$ cat config.mk
export PLATFORM = sky130hd
export DESIGN_NAME = trail_painter
export DESIGN_NICKNAME = d
export VERILOG_FILES = /design/src/rtl/trail_painter.sv
export SDC_FILE = /design/constraint.sdc
export NUM_CORES = 1
export LEC_CHECK = 0
export ABC_CLOCK_PERIOD_IN_PS = 4100
export BUFFER_PORTS_ARGS = -buffer_cell sky130_fd_sc_hd__buf_2
export CELL_PAD_IN_SITES_DETAIL_PLACEMENT = 1
export CELL_PAD_IN_SITES_GLOBAL_PLACEMENT = 1
export CORE_ASPECT_RATIO = 0.6
export CORE_MARGIN = 1
export CORE_UTILIZATION = 39
export CTS_BUF_LIST = sky130_fd_sc_hd__clkbuf_4 sky130_fd_sc_hd__clkbuf_8
export CTS_CLUSTER_SIZE = 8
export DETAILED_ROUTE_END_ITERATION = 8
export GPL_TIMING_DRIVEN = 0
export PLACE_DENSITY_LB_ADDON = 0.1
export SLEW_MARGIN = 10
export SYNTH_ARGS = -nofsm -noshare
export SYNTH_HDL_FRONTEND = slang
export SYNTH_SLANG_ARGS = --single-unit
$ cat constraint.sdc
create_clock -name Clk -period 4.1 [get_ports Clk]
set_clock_uncertainty 0.1 [all_clocks]
set_input_delay 0.615 -clock Clk [delete_from_list [all_inputs] [get_ports Clk]]
set_output_delay 0.615 -clock Clk [all_outputs]
set_load 0.005 [all_outputs]
$ cat src/rtl/trail_painter.sv
// Per-frame trail writer: on each synchronised frame tick, paints every moving
// player's head cell as a BLOCK x BLOCK square, reading each pixel first to flag crashes.
module trail_painter #(
    parameter int          NUM_PLAYERS = 2,
    parameter int          BLOCK       = 2,
    parameter int          FB_WIDTH    = 320,
    parameter int          X_OFFSET    = 8,
    parameter int          MAX_X       = 224,
    parameter int          MAX_Y       = 224,
    parameter logic [2:0]  PLAY_STATE  = 3'b010,
    parameter int          ADDR_W      = 20
) (
    input  logic                     Clk,
    input  logic                     Reset,
    input  logic                     frame_clk,
    input  logic [2:0]               game_state,
    input  logic [8*NUM_PLAYERS-1:0] pos_x,
    input  logic [8*NUM_PLAYERS-1:0] pos_y,
    input  logic [15:0]              fb_rdata,
    output logic [ADDR_W-1:0]        fb_addr,
    output logic [15:0]              fb_wdata,
    output logic                     fb_we,
    output logic                     fb_re,
    output logic                     busy,
    output logic                     done,
    output logic [NUM_PLAYERS-1:0]   collision,
    output logic                     overrun
);
    localparam int PW = (NUM_PLAYERS > 1) ? $clog2(NUM_PLAYERS) : 1;
    localparam logic [8:0] MAX_X9 = 9'(MAX_X);
    localparam logic [8:0] MAX_Y9 = 9'(MAX_Y);
    localparam logic [1:0] LAST   = 2'(BLOCK - 1);

    typedef enum logic [2:0] {IDLE, LATCH, RD, WR, DONE} state_t;

    state_t                   state_q, state_d;
    logic [2:0]               fsync_q, fsync_d;
    logic [8*NUM_PLAYERS-1:0] sx_q, sx_d, sy_q, sy_d;
    logic [8*NUM_PLAYERS-1:0] old_x_q, old_x_d, old_y_q, old_y_d;
    logic [NUM_PLAYERS-1:0]   old_v_q, old_v_d;
    logic [NUM_PLAYERS-1:0]   collision_q, collision_d;
    logic                     overrun_q, overrun_d;
    logic [PW-1:0]            p_q, p_d;
    logic [1:0]               row_q, row_d, col_q, col_d;

    logic                     run;
    logic                     tick;
    logic [7:0]               cur_x, cur_y;
    logic [ADDR_W-1:0]        pix_addr;

    logic [8*NUM_PLAYERS-1:0] scan_x, scan_y;
    int                       scan_start;
    logic                     scan_found;
    logic [PW-1:0]            scan_idx;
    logic [NUM_PLAYERS-1:0]   wall_hit;

    assign run   = (game_state == PLAY_STATE) && !Reset;
    // fsync_q[1] is the synchronised tick, fsync_q[2] its previous value.
    assign tick  = fsync_q[1] & ~fsync_q[2];
    assign cur_x = sx_q[8*p_q +: 8];
    assign cur_y = sy_q[8*p_q +: 8];

    assign pix_addr = (ADDR_W'(cur_x) + ADDR_W'(X_OFFSET)) * ADDR_W'(BLOCK)
                    + ADDR_W'(cur_y) * ADDR_W'(FB_WIDTH * BLOCK)
                    + ADDR_W'(row_q) * ADDR_W'(FB_WIDTH)
                    + ADDR_W'(col_q);

    assign collision = collision_q;
    assign overrun   = overrun_q;

    // Finds the next player to paint at or after scan_start in zero cycles,
    // flagging wall hits and passing over stationary players on the way.
    always_comb begin
        scan_x     = (state_q == LATCH) ? pos_x : sx_q;
        scan_y     = (state_q == LATCH) ? pos_y : sy_q;
        scan_start = (state_q == LATCH) ? 0 : int'(p_q) + 1;
        scan_found = 1'b0;
        scan_idx   = '0;
        wall_hit   = '0;
        for (int i = 0; i < NUM_PLAYERS; i++) begin
            if (i >= scan_start && !scan_found) begin
                if ({1'b0, scan_x[8*i +: 8]} >= MAX_X9 || {1'b0, scan_y[8*i +: 8]} >= MAX_Y9) begin
                    wall_hit[i] = 1'b1;
                end else if (!(old_v_q[i] && scan_x[8*i +: 8] == old_x_q[8*i +: 8]
                               && scan_y[8*i +: 8] == old_y_q[8*i +: 8])) begin
                    scan_found = 1'b1;
                    scan_idx   = PW'(i);
                end
            end
        end
    end

    always_comb begin
        state_d     = state_q;
        fsync_d     = {fsync_q[1:0], frame_clk};
        sx_d        = sx_q;
        sy_d        = sy_q;
        old_x_d     = old_x_q;
        old_y_d     = old_y_q;
        old_v_d     = old_v_q;
        collision_d = collision_q;
        overrun_d   = overrun_q;
        p_d         = p_q;
        row_d       = row_q;
        col_d       = col_q;
        fb_addr     = '0;
        fb_wdata    = '0;
        fb_we       = 1'b0;
        fb_re       = 1'b0;
        done        = 1'b0;
        busy        = run && (state_q != IDLE);

        if (!run) begin
            state_d     = IDLE;
            old_v_d     = '0;
            collision_d = '0;
            overrun_d   = 1'b0;
            p_d         = '0;
            row_d       = '0;
            col_d       = '0;
        end else begin
            if (tick && state_q != IDLE) overrun_d = 1'b1;
            case (state_q)
                IDLE: if (tick) state_d = LATCH;
                LATCH: begin
                    sx_d        = pos_x;
                    sy_d        = pos_y;
                    p_d         = scan_idx;
                    row_d       = '0;
                    col_d       = '0;
                    collision_d = collision_q | wall_hit;
                    state_d     = scan_found ? RD : DONE;
                end
                RD: begin
                    fb_re   = 1'b1;
                    fb_addr = pix_addr;
                    state_d = WR;
                end
                WR: begin
                    fb_we    = 1'b1;
                    fb_addr  = pix_addr;
                    fb_wdata = 16'(p_q) + 16'd1;
                    if (fb_rdata != 16'd0) collision_d[p_q] = 1'b1;
                    if (row_q == LAST && col_q == LAST) begin
                        old_x_d[8*p_q +: 8] = cur_x;
                        old_y_d[8*p_q +: 8] = cur_y;
                        old_v_d[p_q]        = 1'b1;
                        collision_d         = collision_d | wall_hit;
                        p_d                 = scan_idx;
                        row_d               = '0;
                        col_d               = '0;
                        state_d             = scan_found ? RD : DONE;
                    end else begin
                        if (col_q == LAST) begin
                            col_d = '0;
                            row_d = row_q + 2'd1;
                        end else begin
                            col_d = col_q + 2'd1;
                        end
                        state_d = RD;
                    end
                end
                DONE: begin
                    done    = 1'b1;
                    state_d = IDLE;
                end
                default: state_d = IDLE;
            endcase
        end
    end

    always_ff @(posedge Clk) begin
        if (Reset) begin
            state_q     <= IDLE;
            fsync_q     <= '0;
            sx_q        <= '0;
            sy_q        <= '0;
            old_x_q     <= '0;
            old_y_q     <= '0;
            old_v_q     <= '0;
            collision_q <= '0;
            overrun_q   <= 1'b0;
            p_q         <= '0;
            row_q       <= '0;
            col_q       <= '0;
        end else begin
            state_q     <= state_d;
            fsync_q     <= fsync_d;
            sx_q        <= sx_d;
            sy_q        <= sy_d;
            old_x_q     <= old_x_d;
            old_y_q     <= old_y_d;
            old_v_q     <= old_v_d;
            collision_q <= collision_d;
            overrun_q   <= overrun_d;
            p_q         <= p_d;
            row_q       <= row_d;
            col_q       <= col_d;
        end
    end
endmodule

======== After elaboration in Yosys (flattened, before gate mapping) ========
Cells that the tools add are included.
cells by class
  muxes and demuxes ....................... 47
  equality and inequality tests ........... 14
  add/subtract/negate cells ............... 9
  shift-type cells ........................ 5
  $lt $le $gt $ge ......................... 8
  multipliers ............................. 2
  reduce and logical (&&, ||, !) cells .... 24
  bitwise gates (word level) .............. 7
operator list
  cell                                                    count
  variable part select 8 x 34 -> 16 bit                   2
  2-to-1 mux 20 bit                                       2
  negation 4 -> 34 bit                                    1
  variable shift 8 x 34 -> 16 bit (first input constant)  1
  bitwise mux 16 bit                                      2
  == test 8 bit                                           4
  >= comparator 8 bit (second input constant)             4
  2-to-1 mux 16 bit                                       2
  variable part select 16 x 5 -> 8 bit                    2
  2-to-1 mux 2 bit                                        11
  2-to-1 mux 1 bit                                        21
  adder 19 x 11 -> 20 bit                                 1
  adder 20 x 2 -> 20 bit                                  1
  adder 10 x 18 -> 19 bit                                 1
  nonzero test 16 bit                                     1
  one-hot mux 2 bit (2 select lines)                      3
  one-hot mux 3 bit (4 select lines)                      1
  multiplier 8 x 3 -> 11 bit (second input constant)      1
  logical AND 1 bit                                       10
  adder 8 x 4 -> 9 bit (second input constant)            1
  == test 3 x 2 -> 1 bit (second input constant)          3
  2-to-1 mux 3 bit                                        3
  OR 2 bit                                                4
  AND reduction 2 bit                                     3
  22 further kinds                                        31
storage, ports and cells
  register bits after elaboration ......... 80
  logic and storage cells ................. 128
  bits of input ports ..................... 54
  output and inout port bits .............. 43

======== Depth between registers and ports, before layout ========
Gate-level depths: netlist (run 1).
  depth after elaboration ................. 14
  depth in mapped cells ................... 16
  gate-level depth less buffers ........... 15

======== Worst setup path before layout (run 1) ========
Ideal clock, no wire load.
  path kind ............................... register to output
  from .................................... register p_q
  to ...................................... output port fb_addr[16]
  arrival ................................. 3.642 ns
  cell stages (with the launch flop) ...... 15
  buffers on the path ..................... 3
  slack ................................... -0.257 ns
  required time ........................... 3.385 ns
  path through ............................ dfxtp_1 -> clkbuf_1 -> buf_1 -> clkbuf_1 -> mux2_2 -> ha_1 -> ha_1 -> inv_1 -> fa_1 -> xor2_1 -> nor2_1 -> nand4_1 -> nor3_1 -> xnor3_1 -> and2_1
on the way
  cells in the longest elaborated chain, start to end .. 7
  elaborated cells on any way between the ends .. 9
  classes of those cells .................. add/sub: 4; mul: 1; shift: 2; mux: 2
ends and longest elaborated chain
  what                                                                RTL line  RTL
  start, declared                                                     43        logic [PW-1:0] p_q, p_d;
  start signal, assigned                                              196       p_q <= p_d;
  variable part select 16 x 5 -> 8 bit (on tied branches)             61, 60
  multiplier 8 x 3 -> 11 bit or adder 8 x 4 -> 9 bit (tied branches)  64, 63
  adder 10 x 18 -> 19 bit (*)                                         64        + ADDR_W'(cur_y) * ADDR_W'(FB_WIDTH * BLOCK)
  adder 19 x 11 -> 20 bit (*)                                         65        + ADDR_W'(row_q) * ADDR_W'(FB_WIDTH)
  adder 20 x 2 -> 20 bit (*)                                          66        + ADDR_W'(col_q);
  2-to-1 mux 20 bit (*)                                               123       case (state_q)
  2-to-1 mux 20 bit (*)                                               113       if (!run) begin
  end, declared                                                       20        output logic [ADDR_W-1:0] fb_addr,
Mark *: on every way between the ends. The rest lies on a longest branch, timed or not.

======== Worst setup path after layout (run 1) ========
Same ends and word-level chain as after synthesis.

==> results of run 1 <==
[power by group through the flow]
stage          logic [W]  clock network, W  registers (W)
6_report       0.0000960          0.000684       0.000778
5_1_grt         0.000103          0.000716       0.000779
4_1_cts        0.0000940          0.000685       0.000778
3_5_place_dp   0.0000931                 0       0.000797
3_3_place_gp   0.0000916                 0       0.000797
2_1_floorplan  0.0000413                 0       0.000796
[layer usage]
layer	vias up	global-route usage	share of wire
met4	0	0.08929	0.022
met5	-	0	0
li1	2478	-	-
met3	29	0.05813	0.071
met2	201	0.4290	0.42
met1	2645	0.3973	0.49
[metrics by stage]
step	utilization	instance area, sq um
6_report	0.5061	6585
5_1_grt	0.5061	6585
3_5_place_dp	0.4567	5943
2_1_floorplan	-	5324
3_3_place_gp	0.4563	5937
4_1_cts	0.5002	6509
[final cells by class]
cell class | count | area [sq um]
fillers | 1633 | 6427
inverters | 38 | 142.6
repair buffers | 100 | 555.5
clock buffers | 10 | 131.4
flip-flops and latches | 80 | 1604
multi-input cells | 509 | 3517
clock inverters | 6 | 90.09
well taps | 170 | 212.7
plain buffers | 47 | 331.6
[flip-flops by register name, indices dropped and copies added (netlist names)]
| register | count |
|---|---|
| col_q | 2 |
| collision | 2 |
| fsync_q | 3 |
| old_v_q | 2 |
| old_x_q | 16 |
| old_y_q | 16 |
| overrun | 1 |
| p_q | 1 |
| row_q | 2 |
| state_q | 3 |
| sx_q | 16 |
| sy_q | 16 |
[timing repair]
action | CTS | global route
gates resized for setup | 48 | 14
buffers inserted | 17 | 3
pin swaps | 12 | 3
setup endpoints to repair | 11 | 9
[kinds of logic after synthesis]
kind of cell             count (synthesis)
AO/OA/AOI/OAI                          133
flip-flops                              80
AND/OR/NAND/NOR                        252
multiplexers                            45
buffers and inverters                   85
adder cells (fa/ha/maj)                 26
other                                    1
XOR/XNOR                                37
[how the worst max path moves through the flow]
stage                                 from           to  slack, ns  depth (start not counted)
after global placement    p_q$_SDFFE_PP0P_  fb_addr[16]      -0.72                         15
after global routing      p_q$_SDFFE_PP0P_  fb_addr[15]      -0.47                         16
final                     p_q$_SDFFE_PP0P_  fb_addr[16]      -0.38                         16
after CTS                 p_q$_SDFFE_PP0P_  fb_addr[16]      -0.32                         15
after detailed placement  p_q$_SDFFE_PP0P_  fb_addr[16]      -0.91                         17
after floorplan           p_q$_SDFFE_PP0P_  fb_addr[16]       0.11                         15
[placed cells by master, fill, tap and decap left out, drive strengths merged, types with 25 or more instances in the layout]
| cell | count |
|---|---|
| buf | 127 |
| inv | 40 |
| clkbuf | 30 |
| nand2b | 38 |
| a21oi | 33 |
| o21ai | 43 |
| xnor2 | 25 |
| mux2i | 37 |
| dfxtp | 80 |
| nand2 | 95 |
| nor2 | 46 |
[tightest hold or removal path, stage by stage]
cell and delay, ns:
buf_2 0.09, nand2_1 0.04, o21ai_0 0.06
==> impl_metrics.ini, run 1 <==
[run_status]
status = complete, but fails checks
violations = design-rule violations, negative setup slack

[critical_path]
worstRegToRegCells = 9
worstPathRequired_ns = 3.38
startpoint_type = register
r2r_slack_ns = 0.83
crit_chain = clkbuf_16, mux2i_4, inv_2, and3b_2, xor2_2, fa_1, inv_2, ha_4, a41o_1, a21o_1, a21o_1, a21oi_4, nor3_2, xnor3_1, and2_1, buf_2
worst_r2r_endpoint = state_q[2]$_SDFFE_PP0P_
crit_arrival_ns = 3.76
crit_type = register to output port
critical-path-top-delay-family = compound AO/OA/AOI/OAI gates
worstPathMaxFanout = 6
critPathSlowestCell = fa_1
critical_path_buf_inv_count = 4
critPathMaxStageDelay_ns = 0.51
r2r_start = state_q[0]$_SDFFE_PP0P_
cp-end-kind = output port

[cells_and_area]
drive_above_1_share = 0.2494
final_cell_count_no_fill = 960
final_net_count = 865
area_growth_pct = 25.10
n_antenna_cell = 0

[drt]
antenna_left = 0
drtIter0Drc = 392
vias_per_cell = 5.576
dr.pass1.iters = 7
wirelength_um = 19400
routedWlPerCell_um = 20.20
vias = 5353
drc = 18

[yosys]
yosysSeqAreaShare = 0.3043
ys_types = 63
synthTopCellsByArea = dfxtp_1 (30%), mux2i_1 (7.0%), nand2_1 (6.8%), ha_1 (5.2%), nand2b_1 (4.5%)
synthArstFlopShare = 0
synthAdderAreaFrac = 0.06751
synth.mux.area_fraction = 0.08747
synth_edf_count = 0
mappedNetlistArea_sq_um = 5264
yosys.area_share.xor_xnor = 0.06418
ys_top_cells_by_count = nand2_1 (95), dfxtp_1 (80), nor2_1 (46)
synthCells = 659
synth_top_area_frac = 0.3043
synthFlopType = dfxtp_1
synth_compound_area_frac = 0.1623
yosysTopAreaCell = dfxtp_1
syn_avg_cell_area_sq_um = 7.988
synth_seq_cells = 80
yosys.area_share.simple = 0.2346
synth_top_family_by_area = simple AND/OR/NAND/NOR gates
yosysWarningCount = 0
yosysMostFrequentCell = nand2_1

[cts]
clock-root-buffer = clkbuf_8
cts_buffers = 9
cts_buffer_depth = 2
cts_tree = yes
htree_levels = 3
clkTransAtPathRegs_ns = 0.09
clock_latency_ns = 0.38
ctsHoldBuffers = 0
cts_sinks = 80

[global_route]
grt.overflow.total = 0
grt_max_degree = 15
grt_pass1_wl_um = 29970
grt_pass1_vias = 5445
antenna_found_initial = 0
grtUsageTotal = 0.2820

[floorplanning]
core_area_sq_um = 13010
initial_core_util = 0.4045
dieArea_sq_um = 13980
die_x_um = 152.0
num_io_pins = 97
die_h_um = 91.99
placementRows = 32

[place]
gp_congestion = 0.8671
dp_hpwl_um = 14860
dp.cells = 924
numPortBuffers = 80
preCtsSetupSlack_ns = -0.9131

[power]
intPower_w = 0.001174
p_leak_nw = 2.772
comb_power_share = 0.062
power_w = 0.001558
p_sw_frac = 0.2466
pwr-share-clk = 0.439
power.density_nw_per_um2 = 236.6
vdd_drop_max_uv = 126.5
seq_power_share = 0.500
netSwitchingPower_w = 0.0003842

[min_path]
hold_path_end = sx_q[4]$_SDFFE_PP0P_
whs_path_depth = 3
hold_start = pos_x[4]
hp-class = primary input to register

[sta]
tns_ns = -2.104
hold_viol_final = 0
fin_ws_ns = -0.3782
timing.final.crit_share = 1.092
max_freq_mhz = 223.3
whs_ns = 0.3573
report.final.slew_viol_count = 0
rsz0062_at_grt = yes
period_needed_ns = 4.478
worst_slew_pin_slew_ns = 1.166
slew_headroom = 0.2169
setup_viol = 8

[run]
drv_cap = 0
(Power assumes the default switching activity.)
==> run 2, diff against run 1 <==
--- a/config.mk
+++ b/config.mk
@@ -21,3 +21,4 @@
 export SYNTH_ARGS = -nofsm -noshare
 export SYNTH_HDL_FRONTEND = slang
 export SYNTH_SLANG_ARGS = --single-unit
+export TNS_END_PERCENT = 10
==> impl_metrics.ini, run 2 (synthesis gave the netlist of run 1 again) <==
[run_status]
status = complete, but fails checks
violations = design-rule violations, negative setup slack

[power]
netSwitchingPower_w = 0.0003767
seq_power_share = 0.502
intPower_w = 0.001174
pwr-share-clk = 0.436
p_sw_frac = 0.2430
power.density_nw_per_um2 = 239.7
power_w = 0.001551
p_leak_nw = 2.723
comb_power_share = 0.062
vdd_drop_max_uv = 124.0

[global_route]
grt_pass1_vias = 5381
grt.overflow.total = 0
grt_pass1_wl_um = 29670
grtUsageTotal = 0.2797
grt_max_degree = 15
antenna_found_initial = 0

[drt]
wirelength_um = 19210
vias = 5367
antenna_left = 0
routedWlPerCell_um = 20.18
drtIter0Drc = 336
drc = 18
dr.pass1.iters = 7
vias_per_cell = 5.638

[place]
numPortBuffers = 80
dpl_cell_area_sq_um = 5943
gp_congestion = 0.8671
dp_hpwl_um = 14860

[critical_path]
crit_arrival_ns = 3.76
critPathCapture = fb_addr[16]
cp-end-kind = output port
worstPathRequired_ns = 3.38
worstRegToRegCells = 9
crit_type = register to output port
r2r_start = state_q[0]$_SDFFE_PP0P_
critPathLaunch = p_q$_SDFFE_PP0P_
r2r_slack_ns = 0.85
startpoint_type = register
worst_r2r_endpoint = state_q[2]$_SDFFE_PP0P_
worstPathMaxFanout = 6

[cells_and_area]
drive_above_1_share = 0.2327
final_cell_mix = nand2_1 (94), buf_2 (85), dfxtp_1 (79), nor2_1 (45), o21ai_0 (39)
final_net_count = 857
layout_commonest_cell = nand2_1
nFillCells = 1632
n_antenna_cell = 0
area_growth_pct = 22.91
stdcell_area_sq_um = 6470

[floorplanning]
die_h_um = 91.99
core_area_sq_um = 13010
num_io_pins = 97
initial_core_util = 0.4045
placementRows = 32
dieArea_sq_um = 13980
die_x_um = 152.0

[min_path]
hp-class = primary input to register

[sta]
max_freq_mhz = 223.6
period_needed_ns = 4.473
slew_headroom = 0.2100
fin_ws_ns = -0.3727
rsz0062_at_grt = yes
hold_viol_final = 0
setup_viol = 8
worst_slew_pin_slew_ns = 1.176
timing.final.crit_share = 1.091
report.final.slew_viol_count = 0

[cts]
clock_latency_ns = 0.38
cts_tree = yes
clkTransAtPathRegs_ns = 0.09
htree_levels = 3
cts_buffers = 9
cts_sinks = 80
clock-root-buffer = clkbuf_8
ctsHoldBuffers = 0
cts_buffer_depth = 2

[run]
drv_cap = 0
==> run 2: critical path, stage by stage, from the launching register on <==
cell and delay, ns:
dfxtp_2 0.36, clkbuf_16 0.17, mux2i_4 0.25, inv_2 0.07
and3b_2 0.25, xor2_1 0.18, fa_1 0.51, inv_2 0.05
ha_4 0.24, a41o_1 0.20, a21o_1 0.19, a21o_1 0.20
a21oi_4 0.20, nor3_2 0.07, xnor3_1 0.18, and2_1 0.15
buf_2 0.12
==> run 2: how the worst min path moves through the flow <==
stage,endpoint,slack (ns),cells after the start,start
floorplan,fsync_q[1]$_SDFF_PP0_,0.31,1,fsync_q[0]$_SDFF_PP0_
global placement,fsync_q[1]$_SDFF_PP0_,0.34,1,fsync_q[0]$_SDFF_PP0_
detailed placement,fsync_q[1]$_SDFF_PP0_,0.33,1,fsync_q[0]$_SDFF_PP0_
CTS,sx_q[4]$_SDFFE_PP0P_,0.35,3,pos_x[4]
global route,sy_q[4]$_SDFFE_PP0P_,0.36,3,pos_y[4]
finish,sx_q[4]$_SDFFE_PP0P_,0.36,3,pos_x[4]
==> run 2: what timing repair did <==
item,4_1_cts,5_1_grt
setup endpoints to repair,11,9
buffers inserted,11,1
hold endpoints to repair,0,0
gates resized for setup,38,13
pin swaps,8,5
gates cloned,0,0
==> run 2: power groups by stage <==
stage	combinational, W	sequential [W]	clock [W]
final	0.0000958	0.000778	0.000676
after global routing	0.000103	0.000779	0.000713
after CTS	0.0000939	0.000778	0.000685
after detailed placement	0.0000931	0.000797	0
after global placement	0.0000916	0.000797	0
after floorplan	0.0000413	0.000796	0
==> run 2: cell type report <==
class                      instances  area [sq um]  area share
clock buffer                      10         131.4     0.02031
clock inverter                     6         90.09     0.01392
sequential                        80          1603      0.2477
multi-input combinational        509          3465      0.5355
inverter                          38         142.6     0.02205
buffer                            47         331.6     0.05125
timing repair buffer              92         494.2     0.07639
tap                              170         212.7     0.03288
==> run 2: per-layer routing <==
metal  global-route usage  part of all wire
met2               0.4209              0.42
met1               0.3924              0.48
met4              0.09354             0.024
met5                    0                 0
met3              0.06333             0.078
==> run 2: stage by stage <==
step                      setup TNS [ns]  setup WS, ns  hold WS [ns]    util  cells
after floorplan                        0        0.1077        0.3138       -    674
after global placement            -4.435       -0.7239        0.3375  0.4563    924
after detailed placement          -5.236       -0.9131        0.3271  0.4567    924
after CTS                         -2.135       -0.3326        0.3506  0.4928    951
after global routing              -3.194       -0.4585        0.3599  0.4972    952
final                             -2.033       -0.3727        0.3576  0.4972    952
